**src/rtl/mips_pipe_control.sv**
```systemverilog
// mips_pipe_control: decodes the ID-stage opcode into per-stage control
// bundles and carries them through the ID/EX, EX/MEM and MEM/WB registers.
// It also detects load-use hazards (one-cycle stall) and sequences the squash
// of younger instructions after a taken branch or jump resolved in EX.
module mips_pipe_control #(
    parameter int REG_AW         = 5,
    parameter int FLUSH_SLOTS    = 1,
    parameter int LOAD_USE_STALL = 1,
    parameter int LINK_REG       = 31
) (
    input  logic              clk,
    input  logic              rst_n,
    input  logic              id_valid,
    input  logic [5:0]        id_op,
    input  logic [REG_AW-1:0] id_rs,
    input  logic [REG_AW-1:0] id_rt,
    input  logic [REG_AW-1:0] id_rd,
    input  logic              ex_redirect,
    output logic              pc_hold,
    output logic              id_squash,
    output logic [3:0]        ex_aluop,
    output logic              ex_alusrc,
    output logic              ex_isjump,
    output logic              ex_isuncond,
    output logic              ex_iseq,
    output logic              mem_write,
    output logic              mem_read,
    output logic [1:0]        mem_size,
    output logic              wb_regwrite,
    output logic              wb_memtoreg,
    output logic [REG_AW-1:0] wb_dest,
    output logic [1:0]        busy_state
);

    typedef struct packed {
        logic [3:0] aluop;
        logic       alusrc;
        logic       isjump;
        logic       isuncond;
        logic       iseq;
    } ex_ctrl_t;

    typedef struct packed {
        logic       write;
        logic       read;
        logic [1:0] size;
    } mem_ctrl_t;

    typedef struct packed {
        logic              regwrite;
        logic              memtoreg;
        logic [REG_AW-1:0] dest;
    } wb_ctrl_t;

    typedef struct packed {
        ex_ctrl_t  ex;
        mem_ctrl_t mem;
        wb_ctrl_t  wb;
    } idex_t;

    typedef struct packed {
        mem_ctrl_t mem;
        wb_ctrl_t  wb;
    } exmem_t;

    typedef enum logic [1:0] {
        ST_RUN   = 2'd0,
        ST_STALL = 2'd1,
        ST_FLUSH = 2'd2
    } state_t;

    localparam logic [REG_AW-1:0] LINK_ADDR = REG_AW'(LINK_REG);
    localparam logic [REG_AW-1:0] ZERO_REG  = {REG_AW{1'b0}};
    // The redirect cycle squashes one slot itself, so FLUSH covers the rest;
    // the counter holds the number of FLUSH cycles left after the current one.
    localparam logic [1:0] FLUSH_CNT_INIT =
        (FLUSH_SLOTS > 32'sd1) ? 2'(FLUSH_SLOTS - 32'sd2) : 2'd0;
    localparam idex_t    IDEX_BUBBLE  = idex_t'({$bits(idex_t){1'b0}});
    localparam exmem_t   EXMEM_BUBBLE = exmem_t'({$bits(exmem_t){1'b0}});
    localparam wb_ctrl_t WB_BUBBLE    = wb_ctrl_t'({$bits(wb_ctrl_t){1'b0}});

    idex_t    dec_s;
    idex_t    idex_r;
    exmem_t   exmem_r;
    wb_ctrl_t memwb_r;
    state_t   state_r;
    logic [1:0] cnt_r;

    logic is_load_s;
    logic is_store_s;
    logic is_branch_s;
    logic hazard_s;
    logic id_squash_s;
    logic pc_hold_s;
    logic bubble_s;

    assign is_load_s   = (id_op[5:3] == 3'b100);
    assign is_store_s  = (id_op[5:3] == 3'b101);
    assign is_branch_s = (id_op >= 6'd2) && (id_op <= 6'd5);

    // Combinational opcode decode of the instruction sitting in IF/ID.
    always_comb begin
        dec_s = IDEX_BUBBLE;
        if (id_op[5]) begin
            dec_s.ex.aluop = 4'd0;
        end else if (is_branch_s) begin
            dec_s.ex.aluop = 4'd1;
        end else if (id_op == 6'd0) begin
            dec_s.ex.aluop = 4'd2;
        end else begin
            dec_s.ex.aluop = id_op[3:0];
        end
        dec_s.ex.alusrc   = id_op[5] | id_op[3];
        dec_s.ex.isjump   = is_branch_s;
        dec_s.ex.isuncond = ~id_op[2];
        dec_s.ex.iseq     = ~id_op[0];
        dec_s.mem.write   = is_store_s;
        dec_s.mem.read    = is_load_s;
        if (is_load_s | is_store_s) begin
            dec_s.mem.size = id_op[1:0];
        end else begin
            dec_s.mem.size = 2'b11;
        end
        dec_s.wb.regwrite = ~(is_store_s | (id_op == 6'd2) | (id_op == 6'd4) | (id_op == 6'd5));
        dec_s.wb.memtoreg = is_load_s | (id_op == 6'h0F);
        if (id_op == 6'd0) begin
            dec_s.wb.dest = id_rd;
        end else if (id_op == 6'd3) begin
            dec_s.wb.dest = LINK_ADDR;
        end else begin
            dec_s.wb.dest = id_rt;
        end
    end

    // A load in EX whose nonzero destination feeds the ID instruction needs one bubble.
    assign hazard_s = (LOAD_USE_STALL != 32'sd0) && idex_r.mem.read &&
                      (idex_r.wb.dest != ZERO_REG) &&
                      ((idex_r.wb.dest == id_rs) || (idex_r.wb.dest == id_rt));

    // Squash wins over a stall: a squashed instruction cannot hold the front end.
    assign id_squash_s = rst_n & (ex_redirect | (state_r == ST_FLUSH));
    assign pc_hold_s   = rst_n & hazard_s & ~id_squash_s;
    assign bubble_s    = ~id_valid | id_squash_s | pc_hold_s;

    // Control pipeline: ID/EX takes the decode or a bubble, later stages always advance.
    always_ff @(posedge clk or negedge rst_n) begin
        if (!rst_n) begin
            idex_r  <= IDEX_BUBBLE;
            exmem_r <= EXMEM_BUBBLE;
            memwb_r <= WB_BUBBLE;
        end else begin
            if (bubble_s) begin
                idex_r <= IDEX_BUBBLE;
            end else begin
                idex_r <= dec_s;
            end
            exmem_r <= '{mem: idex_r.mem, wb: idex_r.wb};
            memwb_r <= exmem_r.wb;
        end
    end

    // Hazard/flush sequencer; a redirect in any state (re)starts the flush window.
    always_ff @(posedge clk or negedge rst_n) begin
        if (!rst_n) begin
            state_r <= ST_RUN;
            cnt_r   <= 2'd0;
        end else if (ex_redirect) begin
            if (FLUSH_SLOTS > 32'sd1) begin
                state_r <= ST_FLUSH;
                cnt_r   <= FLUSH_CNT_INIT;
            end else begin
                state_r <= ST_RUN;
                cnt_r   <= 2'd0;
            end
        end else begin
            case (state_r)
                ST_RUN: begin
                    if (pc_hold_s) begin
                        state_r <= ST_STALL;
                    end else begin
                        state_r <= ST_RUN;
                    end
                    cnt_r <= 2'd0;
                end
                ST_STALL: begin
                    // The load has moved on to EX/MEM, so no repeat hazard is possible.
                    state_r <= ST_RUN;
                    cnt_r   <= 2'd0;
                end
                ST_FLUSH: begin
                    if (cnt_r == 2'd0) begin
                        state_r <= ST_RUN;
                    end else begin
                        cnt_r <= cnt_r - 2'd1;
                    end
                end
                default: begin
                    state_r <= ST_RUN;
                    cnt_r   <= 2'd0;
                end
            endcase
        end
    end

    assign pc_hold     = pc_hold_s;
    assign id_squash   = id_squash_s;
    assign ex_aluop    = idex_r.ex.aluop;
    assign ex_alusrc   = idex_r.ex.alusrc;
    assign ex_isjump   = idex_r.ex.isjump;
    assign ex_isuncond = idex_r.ex.isuncond;
    assign ex_iseq     = idex_r.ex.iseq;
    assign mem_write   = exmem_r.mem.write;
    assign mem_read    = exmem_r.mem.read;
    assign mem_size    = exmem_r.mem.size;
    assign wb_regwrite = memwb_r.regwrite;
    assign wb_memtoreg = memwb_r.memtoreg;
    assign wb_dest     = memwb_r.dest;
    assign busy_state  = state_r;

endmodule

```
**config.mk**
```make
export PLATFORM = sky130hd
export DESIGN_NAME = mips_pipe_control
export DESIGN_NICKNAME = d
export VERILOG_FILES = /design/src/rtl/mips_pipe_control.sv
export SDC_FILE = /design/constraint.sdc
export NUM_CORES = 1
export LEC_CHECK = 0
export ABC_CLOCK_PERIOD_IN_PS = 3200
export CORE_MARGIN = 2
export CORE_UTILIZATION = 35
export CTS_BUF_LIST = sky130_fd_sc_hd__clkbuf_2 sky130_fd_sc_hd__clkbuf_4 sky130_fd_sc_hd__clkbuf_8
export DETAILED_ROUTE_END_ITERATION = 10
export DONT_BUFFER_PORTS = 1
export PLACE_DENSITY = 0.46
export SYNTH_ARGS = -nofsm -noshare
export SYNTH_HDL_FRONTEND = slang
export SYNTH_SLANG_ARGS = --single-unit
```
**constraint.sdc**
```tcl
create_clock -name clk -period 3.2 [get_ports clk]
set_clock_uncertainty 0.15 [all_clocks]
set_input_delay 0.32 -clock clk [delete_from_list [all_inputs] [get_ports clk]]
set_output_delay 0.32 -clock clk [all_outputs]
set_load 0.02 [all_outputs]
```
==> results_dict.tcl <==
set metrics [dict create \
    required_ps 2730 \
    wl_met2_um 1510 \
    cellPowerDensity_mw_per_mm2 610 \
    status "finished clean" \
    drtIter0Drc 54 \
    worst-path-buf-inv 1 \
    switching_share 0.218 \
    final-max-slew-violation-count 0 \
    highest_layer "met4" \
    synth_cells 128 \
    crit_fanout 14 \
    synth_area_leader_cell "dfrtp_1" \
    io_buffers 0 \
    cts_resized 0 \
    power.share.clock 0.447 \
    power_leakage_nw 0.788 \
    rows 24 \
    ff_latch_area_um2 951 \
    drt_wl_total_um 3000 \
    rsz0062_at_grt "no" \
    wl_per_cell_um 16.1 \
    crit_family "compound AO/OA/AOI/OAI gates" \
    ctsHtreeMaxLevel 2 \
    clk_pin_slew_ps 80 \
    die_w_um 70.3 \
    insertedDiodeCount 0 \
    grt_pass1_vias 952 \
    ys_warn_count 0 \
    tns_ps 0 \
    min_period_ps 2630 \
    dp_hpwl_um 2070 \
    crit_path_cell_trace "xor2_1, nor3_1, nand3_1, a21oi_2, buf_4" \
    p_comb_frac 0.064 \
    core_area_mm2 0.00429 \
    ys_seq_area_frac 0.619 \
    pwr-share-seq 0.489 \
    drc_errors 0 \
    antenna_found_initial 0 \
    critPathMaxStageDelay_ps 660 \
    switchingPower_mw 0.236 \
    met3WireLength_um 231 \
    root_buffer "clkbuf_8" \
    slew-limit-headroom 0.443 \
    wl_met1_um 1240 \
    dp_slack_ps 835 \
    p_total_mw 1.08 \
    fillers 418 \
    period_share 0.823 \
    syn_nets 153 \
    io_pins 48 \
    ys_ff_latch 38 \
    initial_core_util 0.358 \
    multi_input_area_um2 502 \
    grt_usage 0.129 \
    vias 952 \
    final_antenna_net_count 0 \
    clock-sinks 38 \
    grt_pass1_wl_um 4970 \
    crit_slowest_cell "a21oi_2" \
    dp_cells 171 \
    worst_setup_path_start_kind "flop" \
    final_cells 187 \
    setup_slack_ps 566 \
    clk_latency_ps 280 \
    gp_congestion 0.782 \
    cts_tree "yes" \
    yosysUniqueCellTypes 23 \
    endpoint_kind "primary output" \
    p_int_mw 0.845 \
    drtPass1Iterations 4 \
    die_h_um 70.3 \
    grt_overflow_total 0 \
    via_per_inst 5.09 \
    hp-class "in -> reg" \
    ir_drop_v 0.000177 \
    maxCapViolations 0 \
    layout-drive-gt1-share 0.156 \
    cts_buffers 5 \
    yosysTopAreaCellShare 0.619 \
    die_area_mm2 0.00494 \
    avgSynthCellArea_um2 12.0 \
    fmax_mhz 380 \
    syn_to_final_growth_pct 15.3 \
    setup_violations 0 \
    synth.area.top_cells "dfrtp_1 (62%), nor4_2 (7.3%), nor3_1 (4.2%)" \
    tightest_slew_ps 835 \
    arrival_ps 2160 \
    final_nets 159 \
    hold_viol 0 \
    grt_max_degree 39 \
    cts.path.max_buffers 2 \
    criticalPathCategory "reg -> out" \
    synth_area_mm2 0.00154 \
]
-- path summary, 6_finish.rpt --
| check | startpoint | depth (start not counted) | to | slack (ps) |
|---|---|---|---|---|
| worst max-delay path | idex_r[1] | 5 | pc_hold | 570 |
| worst min-delay path | id_op[2] | 2 | ex_aluop[2] | 6 |
| worst max register to register | idex_r[1] | 6 | idex_r[9] | 690 |
| worst min register to register | exmem_r[4] | 0 | wb_dest[4] | 200 |
| max in group asynchronous | rst_n | 2 | wb_dest[1] | 2380 |
| min in group asynchronous | rst_n | 2 | ex_aluop[0] | 330 |
-- power by group through the flow --
stage | Clock [mW] | Sequential [mW] | Combinational [mW]
after floorplan | 0 | 0.531 | 0.0558
after global placement | 0 | 0.538 | 0.0494
after detailed placement | 0 | 0.539 | 0.0504
after CTS | 0.492 | 0.529 | 0.0712
after global routing | 0.511 | 0.531 | 0.0788
final | 0.483 | 0.528 | 0.0697
-- sequential cells by signal, indices dropped and copies added, names as in the netlist, 2 cells and up --
register,count
ex_aluop,4
idex_r,11
mem_size,2
exmem_r,7
wb_dest,5
-- synth_stat cells (all sizes together) --
library cell / instances
a2111oi: 1
conb: 1
o32ai: 5
a21oi: 4
dfrtp: 38
nor4: 9
nand3: 4
nor3: 13
nand2: 8
xor2: 6
nor2: 10
inv: 3
nand2b: 2
xnor2: 4
nor2b: 3
or4: 1
nor4b: 1
clkbuf: 2
buf: 9
o21ai: 4
-- cell families after synthesis --
family                 share of synthesized area
AO/OA/AOI/OAI                             0.0611
XOR/XNOR                                  0.0570
buffers and inverters                     0.0570
flip-flops                                 0.619
other                                    0.00244
AND/OR/NAND/NOR                            0.204
-- repair_timing --
action | in CTS | in global routing
buffers inserted | 0 | 0
hold endpoints to repair | 46 | 0
hold buffers | 8 | 0
-- routing by layer --
layer  vias up  global-route usage
met2        34               0.206
met1       465               0.161
met4         0              0.0321
li1        451                   -
met5         -                   0
met3         2              0.0548
-- cell type report --
cell class | count | area share
repair buffers | 10 | 0.0593
inverters | 3 | 0.00636
clock inverters | 3 | 0.0388
flip-flops and latches | 38 | 0.537
clock buffers | 5 | 0.0388
multi-input cells | 76 | 0.283
well taps | 52 | 0.0367
-- per-stage QoR --
stage	cell area [µm²]	util	hold WS, ps
5_1_grt	1770	0.413	8.91
2_1_floorplan	1540	-	-126
6_report	1770	0.413	6.40
4_1_cts	1770	0.413	0.563
3_3_place_gp	1540	0.360	-125
3_5_place_dp	1540	0.360	-125
-- layout by cell type, fill, tap and decap left out, types with 4 or more instances in the layout --
master / Yosys / routed
clkbuf_8: 0 / 5
xor2_1: 6 / 6
dlygate4sd3_1: 0 / 7
nand2_1: 8 / 8
o32ai_1: 5 / 5
nor2_1: 10 / 10
nor4_2: 9 / 9
nor3_1: 13 / 13
nand3_1: 4 / 4
xnor2_1: 4 / 4
dfrtp_1: 38 / 38
No activity file was read; power rests on OpenSTA's default activity.
